## src/rtl/stopwatch_ctrl.sv

```systemverilog
// -----------------------------------------------------------------------------
// stopwatch_ctrl
//
// Sequencing controller for the stopwatch datapath. Keeps the MM:SS count in
// BCD, runs the RUN / PAUSE / ADJ state machine and produces per-field blanking
// for the 7-segment display driver.
//
// Parameters
//   MIN_MAX      highest minute value (1..99); minutes wrap to 00 after it
//
// Ports
//   clk          system clock, all state updates on the rising edge
//   rst          asynchronous, active-high hard reset
//   tick_1hz     one-cycle pulse, advances the count in RUN
//   tick_2hz     one-cycle pulse, advances the selected field in ADJ
//   tick_blink   one-cycle pulse, toggles the blink phase in ADJ
//   pause_p      one-cycle pulse from the debounced pause button
//   clear_p      one-cycle pulse from the debounced reset button (soft clear)
//   adj          level, 1 requests adjust mode
//   sel          level, field to adjust: 0 = minutes, 1 = seconds
//   min_tens, min_ones, sec_tens, sec_ones
//                registered BCD digits
//   blank_min, blank_sec
//                registered, 1 = display driver blanks that field
//   running      registered, 1 while the state is RUN
//   state_dbg    current state encoding (0 = RUN, 1 = PAUSE, 2 = ADJ)
//
// Handshake note: there is no valid/ready traffic here. Every tick and button
// input is a single-cycle strobe that is consumed on the edge that samples it;
// a strobe held high for N cycles is N events. adj and sel are plain levels.
// -----------------------------------------------------------------------------
module stopwatch_ctrl #(
    parameter int MIN_MAX = 99
) (
    input  logic       clk,
    input  logic       rst,
    input  logic       tick_1hz,
    input  logic       tick_2hz,
    input  logic       tick_blink,
    input  logic       pause_p,
    input  logic       clear_p,
    input  logic       adj,
    input  logic       sel,
    output logic [3:0] min_tens,
    output logic [3:0] min_ones,
    output logic [3:0] sec_tens,
    output logic [3:0] sec_ones,
    output logic       blank_min,
    output logic       blank_sec,
    output logic       running,
    output logic [1:0] state_dbg
);

    // Minute wrap point split into BCD digits at elaboration time.
    localparam logic [3:0] MAX_TENS = 4'(MIN_MAX / 10);
    localparam logic [3:0] MAX_ONES = 4'(MIN_MAX % 10);

    typedef enum logic [1:0] {
        ST_RUN   = 2'd0,
        ST_PAUSE = 2'd1,
        ST_ADJ   = 2'd2
    } state_t;

    state_t     state;
    state_t     state_nx;
    logic       resume_paused;
    logic       resume_nx;
    logic       blink_phase;
    logic       blink_nx;

    logic       running_nx;
    logic       blank_min_nx;
    logic       blank_sec_nx;

    // Incremented candidates for each field, computed unconditionally.
    logic [3:0] sec_tens_inc;
    logic [3:0] sec_ones_inc;
    logic       sec_wrap;
    logic [3:0] min_tens_inc;
    logic [3:0] min_ones_inc;

    logic [3:0] min_tens_nx;
    logic [3:0] min_ones_nx;
    logic [3:0] sec_tens_nx;
    logic [3:0] sec_ones_nx;

    assign state_dbg = state;

    // -------------------------------------------------------------------------
    // FSM: state register (also holds the registered outputs derived from it)
    // -------------------------------------------------------------------------
    always_ff @(posedge clk or posedge rst) begin
        if (rst) begin
            state         <= ST_RUN;
            resume_paused <= 1'b0;
            blink_phase   <= 1'b0;
            running       <= 1'b1;
            blank_min     <= 1'b0;
            blank_sec     <= 1'b0;
        end else begin
            state         <= state_nx;
            resume_paused <= resume_nx;
            blink_phase   <= blink_nx;
            running       <= running_nx;
            blank_min     <= blank_min_nx;
            blank_sec     <= blank_sec_nx;
        end
    end

    // -------------------------------------------------------------------------
    // FSM: next-state logic. adj outranks pause_p in every state.
    // -------------------------------------------------------------------------
    always_comb begin
        state_nx  = state;
        resume_nx = resume_paused;
        case (state)
            ST_RUN: begin
                if (adj) begin
                    state_nx  = ST_ADJ;
                    resume_nx = 1'b0;
                end else if (pause_p) begin
                    state_nx = ST_PAUSE;
                end
            end
            ST_PAUSE: begin
                if (adj) begin
                    state_nx  = ST_ADJ;
                    resume_nx = 1'b1;
                end else if (pause_p) begin
                    state_nx = ST_RUN;
                end
            end
            ST_ADJ: begin
                if (!adj) begin
                    state_nx = resume_paused ? ST_PAUSE : ST_RUN;
                end else if (pause_p) begin
                    // Pause while adjusting only changes where we return to.
                    resume_nx = ~resume_paused;
                end
            end
            default: begin
                state_nx  = ST_RUN;
                resume_nx = 1'b0;
            end
        endcase

        // Phase only advances while we stay in ADJ; entering or leaving ADJ,
        // and any other state, forces it back to 0.
        if (state == ST_ADJ && state_nx == ST_ADJ) begin
            blink_nx = blink_phase ^ tick_blink;
        end else begin
            blink_nx = 1'b0;
        end
    end

    // -------------------------------------------------------------------------
    // FSM: output logic. Computed from next-state values so the registered
    // outputs change on the same edge as the state; sel is sampled here so
    // blanking follows a sel change one cycle later without resetting phase.
    // -------------------------------------------------------------------------
    always_comb begin
        running_nx   = (state_nx == ST_RUN);
        blank_min_nx = (state_nx == ST_ADJ) && !sel && blink_nx;
        blank_sec_nx = (state_nx == ST_ADJ) &&  sel && blink_nx;
    end

    // -------------------------------------------------------------------------
    // BCD incrementers
    // -------------------------------------------------------------------------
    always_comb begin
        sec_tens_inc = sec_tens;
        sec_ones_inc = sec_ones + 4'd1;
        sec_wrap     = 1'b0;
        if (sec_ones >= 4'd9) begin
            sec_ones_inc = 4'd0;
            if (sec_tens >= 4'd5) begin
                sec_tens_inc = 4'd0;
                sec_wrap     = 1'b1;
            end else begin
                sec_tens_inc = sec_tens + 4'd1;
            end
        end
    end

    always_comb begin
        min_tens_inc = min_tens;
        min_ones_inc = min_ones + 4'd1;
        // Wrap compares the whole BCD pair, so MIN_MAX need not end in 9.
        if (min_tens == MAX_TENS && min_ones == MAX_ONES) begin
            min_tens_inc = 4'd0;
            min_ones_inc = 4'd0;
        end else if (min_ones >= 4'd9) begin
            min_ones_inc = 4'd0;
            min_tens_inc = min_tens + 4'd1;
        end
    end

    // -------------------------------------------------------------------------
    // Count update, keyed on the current (pre-edge) state. clear_p wins over
    // any tick in the same cycle.
    // -------------------------------------------------------------------------
    always_comb begin
        min_tens_nx = min_tens;
        min_ones_nx = min_ones;
        sec_tens_nx = sec_tens;
        sec_ones_nx = sec_ones;
        if (clear_p) begin
            min_tens_nx = 4'd0;
            min_ones_nx = 4'd0;
            sec_tens_nx = 4'd0;
            sec_ones_nx = 4'd0;
        end else if (state == ST_RUN && tick_1hz) begin
            sec_tens_nx = sec_tens_inc;
            sec_ones_nx = sec_ones_inc;
            if (sec_wrap) begin
                min_tens_nx = min_tens_inc;
                min_ones_nx = min_ones_inc;
            end
        end else if (state == ST_ADJ && tick_2hz) begin
            // Adjusting one field never carries into the other.
            if (sel) begin
                sec_tens_nx = sec_tens_inc;
                sec_ones_nx = sec_ones_inc;
            end else begin
                min_tens_nx = min_tens_inc;
                min_ones_nx = min_ones_inc;
            end
        end
    end

    always_ff @(posedge clk or posedge rst) begin
        if (rst) begin
            min_tens <= 4'd0;
            min_ones <= 4'd0;
            sec_tens <= 4'd0;
            sec_ones <= 4'd0;
        end else begin
            min_tens <= min_tens_nx;
            min_ones <= min_ones_nx;
            sec_tens <= sec_tens_nx;
            sec_ones <= sec_ones_nx;
        end
    end

endmodule

```

## config.mk

```make
export PLATFORM = sky130hd
export DESIGN_NAME = stopwatch_ctrl
export DESIGN_NICKNAME = d
export VERILOG_FILES = /design/src/rtl/stopwatch_ctrl.sv
export SDC_FILE = /design/constraint.sdc
export NUM_CORES = 1
export LEC_CHECK = 0
export ABC_AREA = 1
export BUFFER_PORTS_ARGS = -buffer_cell sky130_fd_sc_hd__buf_2
export CORE_MARGIN = 5
export CORE_UTILIZATION = 27
export CTS_BUF_LIST = sky130_fd_sc_hd__clkbuf_8
export DETAILED_ROUTE_END_ITERATION = 16
export PLACE_DENSITY_LB_ADDON = 0.15
export SLEW_MARGIN = 20
export SYNTH_ARGS = -nofsm -noshare
export SYNTH_HDL_FRONTEND = slang
export SYNTH_SLANG_ARGS = --single-unit
export TNS_END_PERCENT = 100
```

## constraint.sdc

```tcl
create_clock -name clk -period 1.2 [get_ports clk]
set_input_delay 0.12 -clock clk [delete_from_list [all_inputs] [get_ports clk]]
set_output_delay 0.12 -clock clk [all_outputs]
set_load 0.05 [all_outputs]
```

==> results of run 1 <==
==> cells in the mapped netlist, drive strengths merged <==
cell    instances
nand2          46
inv            32
dfrtp          22
nand3          22
nor2           21
ha             15
o21ai           9
a21oi           5
xnor2           2
a31oi           1
buf             1
dfstp           1
nand4           1
nor3            1
o211ai          1
o21a            1
o21bai          1
or2             1
xor2            1
==> registers in the layout, summed over array words and instances (netlist names) <==
signal         count
min_ones           4
running            1
resume_paused      1
sec_tens           4
state_dbg          2
blank_sec          1
min_tens           4
sec_ones           4
blink_phase        1
blank_min          1
==> layer usage <==
| layer | up-vias | global-route usage | part of all wire |
|---|---|---|---|
| li1 | 717 | - | - |
| met1 | 630 | 0.1358 | 0.45 |
| met2 | 17 | 0.1743 | 0.50 |
| met3 | 2 | 0.02764 | 0.037 |
| met4 | 0 | 0.01754 | 0.0078 |
| met5 | - | 0 | 0 |
==> critical path: cells and delay by family, from the launching register on <==
| family | cells | cell delay (ns) |
|---|---|---|
| AOI/OAI and AO/OA | 1 | 0.15 |
| buffers and inverters | 2 | 0.24 |
| adders and majority gates | 1 | 0.17 |
| and+or+nand+nor | 4 | 0.27 |
| DFF | 1 | 0.45 |
==> power by group <==
group	leakage [nW]	switching (mW)	internal, mW
Clock	0.0269	0.257	0.229
Combinational	0.842	1.97	1.48
Sequential	0.293	0.204	1.01
==> timing repair <==
item,in CTS,in global routing
buffers inserted,2,7
endpoints found under the setup margin,23,30
hold endpoints to repair,22,0
hold buffers,1,0
gates resized for setup,39,42
pin swaps,21,23
==> final cells by class <==
type / instances / share of cell area
Clock inverter: 1 / 0.001600
Tap cell: 72 / 0.03840
Timing Repair Buffer: 65 / 0.2139
Inverter: 32 / 0.05760
Clock buffer: 3 / 0.01760
Multi-Input combinational cell: 128 / 0.4203
Sequential cell: 23 / 0.2507
==> stage by stage <==
stage | setup WS (ns) | TNS (ns) | utilization | total power, mW
floorplan | -0.3016 | -5.060 | - | 2.970
global placement | -0.2271 | -3.743 | 0.3653 | 3.881
detailed placement | -0.2342 | -3.689 | 0.3653 | 3.873
CTS | -0.2090 | -3.444 | 0.4021 | 4.730
global route | -0.2982 | -5.181 | 0.4340 | 5.539
finish | -0.1905 | -3.100 | 0.4340 | 5.154
==> logic make-up after synthesis <==
group | after synthesis | share of synthesized area
AND/OR/NAND/NOR | 92 | 0.2897
buffers and inverters | 33 | 0.09206
flip-flops | 23 | 0.3894
AO/OA/AOI/OAI | 18 | 0.08447
adder cells (fa/ha/maj) | 15 | 0.1267
XOR/XNOR | 3 | 0.01774
==> worst max path at each step <==
stage                                  from                      end  slack, ns  cells after the start
global route         state_dbg[0]$_DFF_PP0_  sec_tens[0]$_DFFE_PP0P_      -0.30                     10
CTS                 sec_tens[1]$_DFFE_PP0P_  min_ones[3]$_DFFE_PP0P_      -0.21                     12
detailed placement  sec_tens[1]$_DFFE_PP0P_  min_ones[1]$_DFFE_PP0P_      -0.23                     12
finish               state_dbg[1]$_DFF_PP0_  min_ones[3]$_DFFE_PP0P_      -0.19                      8
global placement    sec_tens[1]$_DFFE_PP0P_  min_ones[1]$_DFFE_PP0P_      -0.23                     12
floorplan           sec_tens[1]$_DFFE_PP0P_  min_ones[3]$_DFFE_PP0P_      -0.30                     12
==> impl_metrics.csv, run 1 <==
group,metric,value,unit
global_routing,antenna_found_initial,0,
job,drv_cap,0,
placement,dpl.cell_count,311,
die,rows,27,
synthesis,syn-cell-area,1481,um^2
status,violations,"setup timing",
clock_tree,root_buffer,"clkbuf_8",
finish,nets,277,
finish,syn_to_final_growth,58.36,%
route,wire_per_inst,11.06,um
global_routing,grt_pass1_wl,6065,um
die,core_area,5405,um^2
clock_tree,cts_tree,"done",
power,leakage,1.162,nW
die,ios,30,
route,num_vias,1366,
synthesis,syn-num-nets,208,
timing,post-route-period-util,1.159,
power,p_per_area,2197,nW/um^2
timing,rsz0062_at_grt,"yes",
critical_path,crit_path_top_delay_cell,"dfrtp_2",
finish,layout_commonest_cell,"buf_4",
timing,hold_viol,0,
clock_tree,clk_pin_slew,0.09,ns
finish,final_cell_mix,"buf_4 (31), nand2_1 (30), buf_2 (20)",
hold_path,whs_path_depth,2,
power,peakVddDrop,1.235,mV
clock_tree,cts_made_buffers,3,
clock_tree,htree_levels,1,
synthesis,yosysSeqAreaShare,0.3894,
critical_path,worstSetupStartpointType,"flip-flop",
die,die_y,84.07,um
clock_tree,cts_buffer_depth,2,
critical_path,worst_path_most_repeated_cell,"nand2_4",
route,drtIter0Drc,17,
synthesis,synthTopCellsByArea,"dfrtp_1 (37%), ha_1 (13%), nand2_1 (9.6%), inv_1 (7.1%), nand3_1 (6.8%)",
route,drt_first_pass_iters,4,
hold_path,hold_class,"in2reg",
placement,port_buffers,29,
critical_path,reg2reg_to,"min_ones[3]$_DFFE_PP0P_",
route,vias_per_cell,4.216,
placement,dp_hpwl,2664,um
finish,fin_area,2346,um^2
synthesis,synth_top_cell_by_area,"dfrtp_1",
synthesis,ys_ff_latch,23,
timing,finalClockSkew,0.006497,ns
critical_path,worstPathRequired,1.36,ns
finish,multi_input_area,985.9,um^2
clock_tree,clk_latency,0.27,ns
finish,seqCellArea,588.1,um^2
timing,fmax,719.2,MHz
timing,setup_viol,23,
clock_tree,cts.sinks,23,
placement,placed_area,1974,um^2
critical_path,r2r-start,"state_dbg[1]$_DFF_PP0_",
timing,drv_slew,0,
critical_path,path_class,"reg2reg",
global_routing,grt_max_degree,24,
timing,fin_ws,-0.1905,ns
timing,relSlewSlack,0.7954,
route,drc,0,
synthesis,avgSynthCellArea,8.051,um^2
global_routing,grt_pass1_vias,1358,
critical_path,path_max_fanout,5,
timing,post-route-min-period,1.391,ns
die,die_area,7068,um^2
hold_path,hold_start,"sel",
critical_path,endpoint_kind,"flip-flop",
synthesis,yosysWarnings,0,
route,ant_nets,0,
route,totalWireLength,3585,um
critical_path,worstPathArrival,1.55,ns
global_routing,grt-ovfl-total,0,
critical_path,cp_cell_sequence,"inv_4, ha_4, nand2_4, a31oi_4, nand2_4, buf_6, nand3_1, nand2_1",
synthesis,syn_inst,184,
critical_path,reg2reg_setup_slack,-0.19,ns
status,run_status,"finished, violations left",
hold_path,min_delay_worst_endpoint,"blank_min$_DFF_PP0_",
synthesis,synth_top_area_share,0.3716,
timing,worst_pin_slew,0.3069,ns
timing,whs,0.04710,ns
finish,diodes,0,
finish,drive_gt1_frac,0.5714,
finish,layoutNonFillerInstCount,324,
critical_path,worstRegToRegCells,8,
die,die_w,84.07,um
critical_path,critPathMaxStageDelay,0.45,ns
finish,fillers,569,
die,floorplan.initialDensity,0.2741,
global_routing,grt_use_total,0.1041,
synthesis,synth_cell_type_count,28,
placement,place.gp.congestion,0.7439,
Power figures use the tool's default switching activity.
==> inputs of run 2 (changes only) <==
Settings changed: CTS_BUF_LIST sky130_fd_sc_hd__clkbuf_8 to not set, TNS_END_PERCENT 100 to 5.
==> run 2 against run 1 <==
Effect of this change:
- the run still ends with setup timing left
- largest power group unchanged
- utilization decreased by 2.1 points
- maximum frequency barely moved
- non-clock buffer count grew 1
- cell count rose by 0.31%
- wire length decreased by 2.5%
- critical path type unchanged
==> impl_metrics.csv, run 2 (synthesis results as in run 1) <==
group,metric,value,unit
timing,rsz0062_at_grt,"yes",
timing,hold_viol,0,
die,die_w,84.07,um
global_routing,grt_pass1_vias,1343,
timing,post-route-min-period,1.390,ns
critical_path,cp_cell_sequence,"inv_4, ha_4, buf_4, inv_1, a21oi_1, o21a_1, nand3_4, nor2_4",
route,drtIter0Drc,24,
critical_path,cp_num_cells,8,
critical_path,r2r-start,"state_dbg[0]$_DFF_PP0_",
route,drc,0,
job,drv_cap,0,
clock_tree,clk_latency,0.26,ns
clock_tree,cts_made_buffers,3,
power,switchingPower,2.276,mW
timing,post-route-period-util,1.159,
placement,dp_hpwl,2705,um
clock_tree,htree_levels,1,
critical_path,path_class,"reg2reg",
critical_path,worstPathArrival,1.59,ns
timing,worst_pin_slew,0.2986,ns
finish,nets,278,
critical_path,worst-path-buf-inv,3,
route,ant_nets,0,
finish,fin_util,0.4127,
power,p_int,2.539,mW
clock_tree,root_buffer,"clkbuf_8",
power,peakVddDrop,1.190,mV
timing,fmax,719.2,MHz
placement,port_buffers,29,
route,wire_per_inst,10.76,um
clock_tree,cts.sinks,23,
finish,syn_to_final_growth,50.59,%
timing,finalClockSkew,0.005622,ns
global_routing,grt_pass1_wl,6147,um
timing,setup_viol,26,
critical_path,worstRegToRegCells,8,
clock_tree,cts_buffer_depth,2,
die,rows,27,
timing,fin_ws,-0.1903,ns
finish,drive_gt1_frac,0.5059,
power,p_clk_frac,0.099,
critical_path,critPathMaxStageDelay,0.43,ns
critical_path,reg2reg_setup_slack,-0.19,ns
finish,diodes,0,
critical_path,cp_top_family,"flip-flops",
timing,relSlewSlack,0.8010,
clock_tree,clk_pin_slew,0.08,ns
hold_path,hold_class,"in2reg",
global_routing,grt-ovfl-total,0,
timing,fin_setup_tns,-3.290,ns
placement,place.gp.congestion,0.7386,
die,ios,30,
die,die_area,7068,um^2
critical_path,path_max_fanout,3,
critical_path,worstSetupStartpointType,"flip-flop",
power,leakage,1.147,nW
status,violations,"setup timing",
die,core_area,5405,um^2
route,num_vias,1338,
power,seq_power_share,0.253,
critical_path,reg2reg_to,"blank_sec$_DFF_PP0_",
global_routing,grt_max_degree,24,
die,floorplan.initialDensity,0.2741,
power,comb_power_share,0.648,
clock_tree,cts_tree,"done",
route,vias_per_cell,4.117,
route,drt_first_pass_iters,4,
critical_path,crit_start,"state_dbg[0]$_DFF_PP0_",
critical_path,worstPathRequired,1.40,ns
critical_path,endpoint_kind,"flip-flop",
power,p_sw_frac,0.4727,
global_routing,antenna_found_initial,0,
die,die_y,84.07,um
finish,final_cell_mix,"buf_4 (30), nand2_1 (29), buf_2 (25)",
finish,layout_commonest_cell,"buf_4",
route,totalWireLength,3497,um
status,run_status,"finished, violations left",
global_routing,grt_use_total,0.1062,
timing,drv_slew,0,
power,p_per_area,2158,nW/um^2
critical_path,endpoint,"blank_sec$_DFF_PP0_",
critical_path,crit_path_top_delay_cell,"dfrtp_2",
==> run 2: how the worst min path moves through the flow <==
stage,startpoint,end,slack [ns],depth (start not counted)
2_1_floorplan,rst,blank_min$_DFF_PP0_,0.12,1
3_3_place_gp,rst,min_tens[2]$_DFFE_PP0P_,0.18,3
3_5_place_dp,rst,min_tens[2]$_DFFE_PP0P_,0.18,3
4_1_cts,sel,blank_min$_DFF_PP0_,0.04,2
5_1_grt,sel,blank_min$_DFF_PP0_,0.04,2
6_report,sel,blank_min$_DFF_PP0_,0.05,2
==> run 2: power by group through the flow <==
| stage | clock network, mW | registers, mW | logic, mW |
|---|---|---|---|
| 2_1_floorplan | 0 | 1.89 | 0.967 |
| 3_3_place_gp | 0 | 1.20 | 2.63 |
| 5_1_grt | 0.538 | 1.25 | 3.42 |
| 4_1_cts | 0.507 | 1.20 | 2.92 |
| 6_report | 0.477 | 1.22 | 3.12 |
| 3_5_place_dp | 0 | 1.19 | 2.62 |
==> run 2: area by class of cell <==
class	instances	area [um^2]
Tap cell	72	90.09
Inverter	32	127.6
Fill cell	590	3174
Clock buffer	4	45.04
Multi-Input combinational cell	128	914.6
Sequential cell	23	588.1
Timing Repair Buffer	66	465.4
==> run 2: per-layer routing <==
metal  track usage  vias to the layer above  part of all wire
met4       0.03070                        0             0.012
met5             0                        -                 0
met1        0.1359                      604              0.45
li1              -                      714                 -
met3       0.02962                        5             0.039
met2        0.1736                       15              0.49
==> run 2: repair_timing <==
action / 4_1_cts / 5_1_grt
gates resized for setup: 27 / 22
hold buffers: 1 / 0
pin swaps: 13 / 18
setup buffers: 2 / 3
hold endpoints to repair: 22 / 0
endpoints found under the setup margin: 24 / 27
==> run 2: metrics by stage <==
| step | hold slack [ns] | power [mW] | instances | area, um^2 | setup WS, ns |
|---|---|---|---|---|---|
| finish | 0.04504 | 4.815 | 325 | 2231 | -0.1903 |
| global route | 0.03669 | 5.207 | 325 | 2231 | -0.2834 |
| CTS | 0.03856 | 4.630 | 322 | 2140 | -0.2205 |
| detailed placement | 0.1796 | 3.816 | 315 | 1957 | -0.3113 |
| global placement | 0.1826 | 3.826 | 315 | 1957 | -0.3169 |
| floorplan | 0.1206 | 2.858 | 184 | 1500 | -0.3017 |
